[config.mk]
export PLATFORM = sky130hd
export DESIGN_NAME = age_queue_entry_allocator
export DESIGN_NICKNAME = d
export VERILOG_FILES = /design/src/rtl/age_queue_entry_allocator.sv
export SDC_FILE = /design/constraint.sdc
export NUM_CORES = 1
export LEC_CHECK = 0
export ABC_AREA = 1
export BUFFER_PORTS_ARGS = -buffer_cell sky130_fd_sc_hd__clkbuf_2
export CAP_MARGIN = 0
export CORE_MARGIN = 4
export CORE_UTILIZATION = 30
export CTS_CLUSTER_SIZE = 25
export DETAILED_ROUTE_END_ITERATION = 10
export HOLD_SLACK_MARGIN = 0.15
export PLACE_DENSITY = 0.53
export REMOVE_ABC_BUFFERS = 1
export SLEW_MARGIN = 15
export SYNTH_ARGS = -nofsm -noshare
export SYNTH_HDL_FRONTEND = slang
export SYNTH_SLANG_ARGS = --single-unit
[constraint.sdc]
create_clock -name clk -period 3.35 [get_ports clk]
set_input_delay 0.5025 -clock clk [delete_from_list [all_inputs] [get_ports clk]]
set_output_delay 0.5025 -clock clk [all_outputs]
set_load 0.03 [all_outputs]
[src/rtl/age_queue_entry_allocator.sv]
// age_queue_entry_allocator
//   Hands out free entry tags of an age-ordered queue and takes them back.
//   Tracks a free mask plus a registered free count, and forwards grants and
//   releases to the age-order selector as same-cycle enqueue/dequeue strobes.
//
// Ports
//   clk, rst        clock, synchronous active-high reset
//   alloc_vld_i     per-slot allocation request            [ENQ_WIDTH]
//   alloc_rdy_o     per-slot ready (a free entry exists)    [ENQ_WIDTH]
//   alloc_tag_o     tag offered to each slot                [ENQ_WIDTH][ENTRY_TAG]
//   enq_vld_o/tag_o enqueue strobe/tag to selector          [ENQ_WIDTH]
//   rel_vld_i/tag_i release request/tag                     [DEQ_WIDTH]
//   deq_vld_o/tag_o dequeue strobe/tag to selector          [DEQ_WIDTH]
//   flush_i         free every entry, suppress grants/releases this cycle
//   free_cnt_o      registered free-entry count
//   full_o/empty_o  no free entry / every entry free
//   err_o           sticky protocol error (double release), cleared by rst only
module age_queue_entry_allocator #(
  parameter  int ENTRY_COUNT = 4,
  parameter  int ENQ_WIDTH   = 1,
  parameter  int DEQ_WIDTH   = 1,
  localparam int ENTRY_TAG   = $clog2(ENTRY_COUNT),
  localparam int CNT_W       = $clog2(ENTRY_COUNT + 1)
) (
  input  logic                                clk,
  input  logic                                rst,
  input  logic [ENQ_WIDTH-1:0]                alloc_vld_i,
  output logic [ENQ_WIDTH-1:0]                alloc_rdy_o,
  output logic [ENQ_WIDTH-1:0][ENTRY_TAG-1:0] alloc_tag_o,
  output logic [ENQ_WIDTH-1:0]                enq_vld_o,
  output logic [ENQ_WIDTH-1:0][ENTRY_TAG-1:0] enq_tag_o,
  input  logic [DEQ_WIDTH-1:0]                rel_vld_i,
  input  logic [DEQ_WIDTH-1:0][ENTRY_TAG-1:0] rel_tag_i,
  output logic [DEQ_WIDTH-1:0]                deq_vld_o,
  output logic [DEQ_WIDTH-1:0][ENTRY_TAG-1:0] deq_tag_o,
  input  logic                                flush_i,
  output logic [CNT_W-1:0]                    free_cnt_o,
  output logic                                full_o,
  output logic                                empty_o,
  output logic                                err_o
);

  logic [ENTRY_COUNT-1:0] free_q, free_d;
  logic [CNT_W-1:0]       free_cnt_q, free_cnt_d;
  logic                   err_q, err_d;

  // Slot i is offered the (i+1)-th lowest free index. Offsets do not depend
  // on which slots actually request, so a gap in alloc_vld_i just leaves
  // that tag unused this cycle.
  always_comb begin
    int rank;
    alloc_tag_o = '0;
    rank        = 0;
    for (int j = 0; j < ENTRY_COUNT; j++) begin
      if (free_q[j]) begin
        for (int i = 0; i < ENQ_WIDTH; i++)
          if (rank == i) alloc_tag_o[i] = ENTRY_TAG'(j);
        rank++;
      end
    end
  end

  for (genvar i = 0; i < ENQ_WIDTH; i++) begin : g_slot
    assign alloc_rdy_o[i] = (free_cnt_q > CNT_W'(i)) & ~flush_i;
  end

  assign enq_vld_o = alloc_vld_i & alloc_rdy_o;
  assign enq_tag_o = alloc_tag_o;
  assign deq_vld_o = rel_vld_i & {DEQ_WIDTH{~flush_i}};
  assign deq_tag_o = rel_tag_i;

  // Grants clear bits, releases set them. A release can only target an entry
  // that was allocated (else it is an error), so the two never collide in a
  // legal cycle; a released entry becomes offerable only from the next cycle.
  // The count is the popcount of the next mask, so a double release cannot
  // inflate it.
  always_comb begin
    free_d = free_q;
    err_d  = err_q;
    if (flush_i) begin
      free_d = '1;
    end else begin
      for (int i = 0; i < ENQ_WIDTH; i++)
        if (enq_vld_o[i]) free_d[alloc_tag_o[i]] = 1'b0;
      for (int j = 0; j < DEQ_WIDTH; j++) begin
        if (deq_vld_o[j]) begin
          if (int'(rel_tag_i[j]) < ENTRY_COUNT) begin
            if (free_q[rel_tag_i[j]]) err_d = 1'b1;
            free_d[rel_tag_i[j]] = 1'b1;
          end
          for (int k = j + 1; k < DEQ_WIDTH; k++)
            if (deq_vld_o[k] && (rel_tag_i[k] == rel_tag_i[j])) err_d = 1'b1;
        end
      end
    end
    free_cnt_d = '0;
    for (int j = 0; j < ENTRY_COUNT; j++)
      free_cnt_d = free_cnt_d + CNT_W'(free_d[j]);
  end

  always_ff @(posedge clk) begin
    if (rst) begin
      free_q     <= '1;
      free_cnt_q <= CNT_W'(ENTRY_COUNT);
      err_q      <= 1'b0;
    end else begin
      free_q     <= free_d;
      free_cnt_q <= free_cnt_d;
      err_q      <= err_d;
    end
  end

  assign free_cnt_o = free_cnt_q;
  assign full_o     = (free_cnt_q == '0);
  assign empty_o    = (free_cnt_q == CNT_W'(ENTRY_COUNT));
  assign err_o      = err_q;

endmodule

; ---- Word-level counts from Yosys, hierarchy flattened
; Cells that the tools add are included.
[totals]
reg_bits = 8
word_cells = 47
[op_classes]
add_sub_neg = 5
order_cmp = 5
eq_ne = 1
muxes = 19
bitwise = 7
n_reduce_logical = 7
[op_table]
columns = operator, n
row1 = zero test 32 bit, 3
row2 = "adder 32 x 2 -> 32 bit, second input constant", 2
row3 = 2-to-1 mux 32 bit, 2
row4 = 2-to-1 mux 4 bit, 4
row5 = 2-to-1 mux 2 bit, 4
row6 = "less-than comparator 2 x 3 -> 1 bit, second input constant", 2
row7 = 2-to-1 mux 1 bit, 6
row8 = AND 4 bit, 1
row9 = demux 1 bit (select 2 bit), 2
row10 = "greater-or-equal comparator 2 x 1 -> 1 bit, second input constant", 2
row11 = NOT 4 bit, 1
row12 = bitwise OR 4 bit, 1
row13 = adder 2 x 1 -> 3 bit, 1
row14 = adder 3 x 1 -> 3 bit, 1
row15 = AND 1 bit, 3
row16 = "equality test 3 bit, second input constant", 1
row17 = "> comparator 3 x 1 -> 1 bit, second input constant", 1
row18 = zero test 3 bit, 1
row19 = AND reduction 3 bit, 1
row20 = adder 1 x 1 -> 2 bit, 1
row21 = binary-select mux 1 bit (select 2 bit), 1
row22 = logical AND 1 bit, 2
row23 = NOT 1 bit, 1

; ---- Longest topological paths before layout
[depth]
word_depth = 22
mapped_depth = 15
depth_no_buf = 15

; ---- Least setup slack after synthesis
; No wires, ideal clock.
[synth_timing]
kind = reg2reg
start = register free_q[0]
end = register free_cnt_q[2] (netlist: free_cnt_o[2])
arrival_ns = 2.441
t_required_ns = 3.230
slack_ns = 0.789
path_stages_with_launch = 13
period_less_slack_ns = 2.561
path_cell_list = dfxtp_1 -> inv_1 -> ha_1 -> nand2_2 -> o21ai_1 -> nor2_1 -> nand2_1 -> nand2_2 -> nand2_2 -> fa_1 -> ha_1 -> ha_1 -> or2_1
[synth_rtl]
columns = element, line
row1 = "start, declared", 43  ; logic [ENTRY_COUNT-1:0] free_q, free_d;
row2 = "start signal, assigned", 107  ; free_q <= free_d;
row3 = "end signal, assigned", 104  ; free_cnt_q <= CNT_W'(ENTRY_COUNT);
row4 = "end signal, assigned", 108  ; free_cnt_q <= free_cnt_d;
row5 = "end, declared", 44  ; logic [CNT_W-1:0] free_cnt_q, free_cnt_d;

; ---- Worst setup path after layout
[layout_timing]
start = register free_q[0]
end = register free_cnt_q[2] (netlist: free_cnt_o[2])
[layout_via]
elab_chain_len = 22
elab_cells_between_ends = 29
[layout_lines]
columns = element, line
row1 = 2-to-1 mux 1 bit, 55  ; if (free_q[j]) begin
row2 = adder 32 x 2 -> 32 bit / zero test 32 bit (equally long branches), "58, 57"
row3 = 2-to-1 mux 32 bit / 2-to-1 mux 1 bit (equally long branches), "55, 57"
row4 = adder 32 x 2 -> 32 bit (tied with other cells), 58  ; rank++;
row5 = 2-to-1 mux 32 bit / 2-to-1 mux 2 bit (equally long branches), "55, 57"
row6 = zero test 32 bit / 2-to-1 mux 2 bit (equally long branches), "57, 55"
row7 = 2-to-1 mux 2 bit, 57  ; if (rank == i) alloc_tag_o[i] = ENTRY_TAG'(j);
row8 = 2-to-1 mux 2 bit, 55
row9 = (+8 left out), -
row10 = bitwise OR 4 bit (no source line), -
row11 = 2-to-1 mux 4 bit *, 86  ; if (deq_vld_o[j]) begin
row12 = 2-to-1 mux 4 bit *, 80  ; if (flush_i) begin
row13 = named net free_d[0], 43
row14 = adder 1 x 1 -> 2 bit *, 98  ; free_cnt_d = free_cnt_d + CNT_W'(free_d[j]);
row15 = adder 2 x 1 -> 3 bit *, 98
row16 = adder 3 x 1 -> 3 bit *, 98
row17 = named net free_cnt_d[2], 44
; Mark *: on every way through the listed nets, which the timed path passes. The rest lies on a longest branch. The select of a mux whose other input is x is not followed.
; A chain may end at the register's enable or synchronous reset.

==> results.sh <==
export IMPL_path_cells="inv_1, ha_1, nand2_1, nand2_1, nand3_2, nand2_4, inv_2, nand2_1, nand2_2, nand2_2, fa_1, ha_1, ha_1, or2_1"
export IMPL_dpl_instance_area_um2=708
export IMPL_fin_tns_setup_ps=0
export IMPL_drtIter0Drc=6
export IMPL_worst_pin_slew_ps=318
export IMPL_finalPower_w=0.000225
export IMPL_drv_slew=0
export IMPL_antenna_found_initial=0
export IMPL_dr_pass1_iters=4
export IMPL_path_class="flop to flop"
export IMPL_syn_area_per_cell_um2=6.92
export IMPL_clk_pin_slew_ps=50
export IMPL_synth_edff_count=0
export IMPL_relSlewSlack_pct=78.7
export IMPL_syn_area_um2=602
export IMPL_finalCritPeriodShare_pct=74.6
export IMPL_wl_per_cell_um=9.42
export IMPL_synth_seq_cells=8
export IMPL_synth_area_top_cells="dfxtp_1, ha_1, nand2_1, inv_1, buf_4"
export IMPL_status="finished, final reports clean"
export IMPL_cts_hold_buf=0
export IMPL_yosysSeqAreaShare_pct=26.6
export IMPL_synth_async_reset_ratio_pct=0
export IMPL_synth_ff_type="dfxtp_1"
export IMPL_synth_cell_type_count=21
export IMPL_final_min_clock_period_ps=2500
export IMPL_rsz0062_at_grt="no"
export IMPL_fin_area_um2=731
export IMPL_syn_to_final_growth_pct=21.4
export IMPL_root_buffer="clkbuf_4"
export IMPL_cts_sinks=8
export IMPL_synth_top_area_share_pct=26.6
export IMPL_hold_class="flop to flop"
export IMPL_crit_slowest_cell="fa_1"
export IMPL_clockBufferDepth=2
export IMPL_core_area_um2=1820
export IMPL_grt_max_degree=7
export IMPL_post_cts_buffers=0
export IMPL_ir_drop_mv=0.183
export IMPL_initial_core_util_pct=33.1
export IMPL_diodes=0
export IMPL_fp_row_count=15
export IMPL_track_usage_pct=9.94
export IMPL_die_y_um=52.8
export IMPL_grt_pass1_vias=509
export IMPL_timing_critical_path_buf_inv=2
export IMPL_fmax_ghz=0.400
export IMPL_portBuffers=21
export IMPL_synth_most_common_cell="nand2_1"
export IMPL_yosysWarnings=0
export IMPL_arrival_ps=2630
export IMPL_grt_overflow=0
export IMPL_post_cts_resized=0
export IMPL_viasPerCell=4.20
export IMPL_power_leakage_nw=0.416
export IMPL_io_pins=22
export IMPL_cts_buffers=3
export IMPL_layout_drive_gt1_share_pct=34.6
export IMPL_drt_total_wl_um=1240
export IMPL_finClkSkew_ps=1.36
export IMPL_grt_pass1_wl_um=2100
export IMPL_power_density_nw_per_um2=307
export IMPL_drc=0
export IMPL_cts_max_level=1
export IMPL_hpwl_um=1130
export IMPL_fin_nets=123
export IMPL_synth_top_area_cell="dfxtp_1"
export IMPL_crit_family="adder cells"
export IMPL_antenna_left=0
export IMPL_setup_viol=0
export IMPL_post_route_util_pct=40.1
export IMPL_cts_tree="built"
export IMPL_finalHoldViolCount=0
export IMPL_worstSetupStartpointType="flop"
export IMPL_fp_dieW_um=52.8
export IMPL_place_gp_congestion=0.710
export IMPL_clock_latency_ps=240
export IMPL_cp_end_kind="flop"
export IMPL_cap_violations=0
export IMPL_vias=554
export IMPL_dieArea_um2=2790
export IMPL_postSynthCellCount=87
export IMPL_synth_commonest_cells="nand2_1, inv_1, dfxtp_1"
export IMPL_cpPeakStageDelay_ps=490
export IMPL_path_max_fanout=5
export IMPL_cp_required_ps=3480
[final timing paths]
| check | startpoint | to | slack, ps | cells after the start |
|---|---|---|---|---|
| min reg2reg | err_o$_SDFFE_PP0P_ | err_o$_SDFFE_PP0P_ | 450 | 2 |
| max reg2reg | free_q[0]$_SDFF_PP1_ | free_cnt_o[2]$_SDFF_PP1_ | 850 | 14 |
| max | free_q[0]$_SDFF_PP1_ | free_cnt_o[2]$_SDFF_PP1_ | 850 | 14 |
| min | err_o$_SDFFE_PP0P_ | err_o$_SDFFE_PP0P_ | 450 | 2 |
[placed cells by master, fill, tap and decap left out, drive strengths merged]
cell    instances
a21oi           2
a31oi           2
clkbuf         24
dfxtp           8
fa              1
ha              6
inv            19
nand2          23
nand3           6
nor2            8
nor3            1
o211ai          1
o21ai           3
o31ai           2
or2             1
[report_power, final]
group	internal, W	switching (W)
logic	0.0000164	0.0000388
registers	0.0000981	0.00000189
clock network	0.0000407	0.0000286
total	0.000155	0.0000693
[flip-flops by register name, summed over array words and instances, names as in the netlist]
name        count
free_cnt_o      3
err_o           1
free_q          4
[cell type report]
type                    count  area (um2)
repair buffers             21         105
fillers                   210        1090
inverters                  19        71.3
well taps                  25        31.3
flip-flops and latches      8         160
clock buffers               3        22.5
multi-input cells          56         340
[cells by family (layout without fill, tap and decap cells)]
kind of cell	Yosys count	in the layout	synth area share, %
simple gates	39	39	30.8
buf+inv	23	43	16.8
compound gates	10	10	9.98
flops	8	8	26.6
fa+ha+maj	7	7	15.8
[worst register-to-register path, cell delays in order (launching register included)]
cell and delay, ps:
dfxtp_1 390, inv_1 100, ha_1 310, nand2_1 80, nand2_1 60, nand3_2 90, nand2_4 70, inv_2 50
nand2_1 50, nand2_2 80, nand2_2 60, fa_1 490, ha_1 220, ha_1 170, or2_1 190
[per-stage QoR]
| step | setup WS (ps) | hold WS [ps] | std cells |
|---|---|---|---|
| 5_1_grt | 688 | 470 | 132 |
| 3_3_place_gp | 889 | 439 | 129 |
| 3_5_place_dp | 836 | 448 | 129 |
| 6_report | 852 | 451 | 132 |
| 4_1_cts | 827 | 455 | 132 |
| 2_1_floorplan | 406 | 498 | 83 |
[per-layer routing]
| layer | vias up | global-route usage (%) | wire length [um] |
|---|---|---|---|
| met4 | 0 | 3.83 | 0 |
| li1 | 306 | - | - |
| met2 | 7 | 14.7 | 582 |
| met1 | 241 | 14.6 | 624 |
| met5 | - | 0 | 0 |
| met3 | 0 | 0.855 | 36 |
Power figures use the tool's default switching activity.
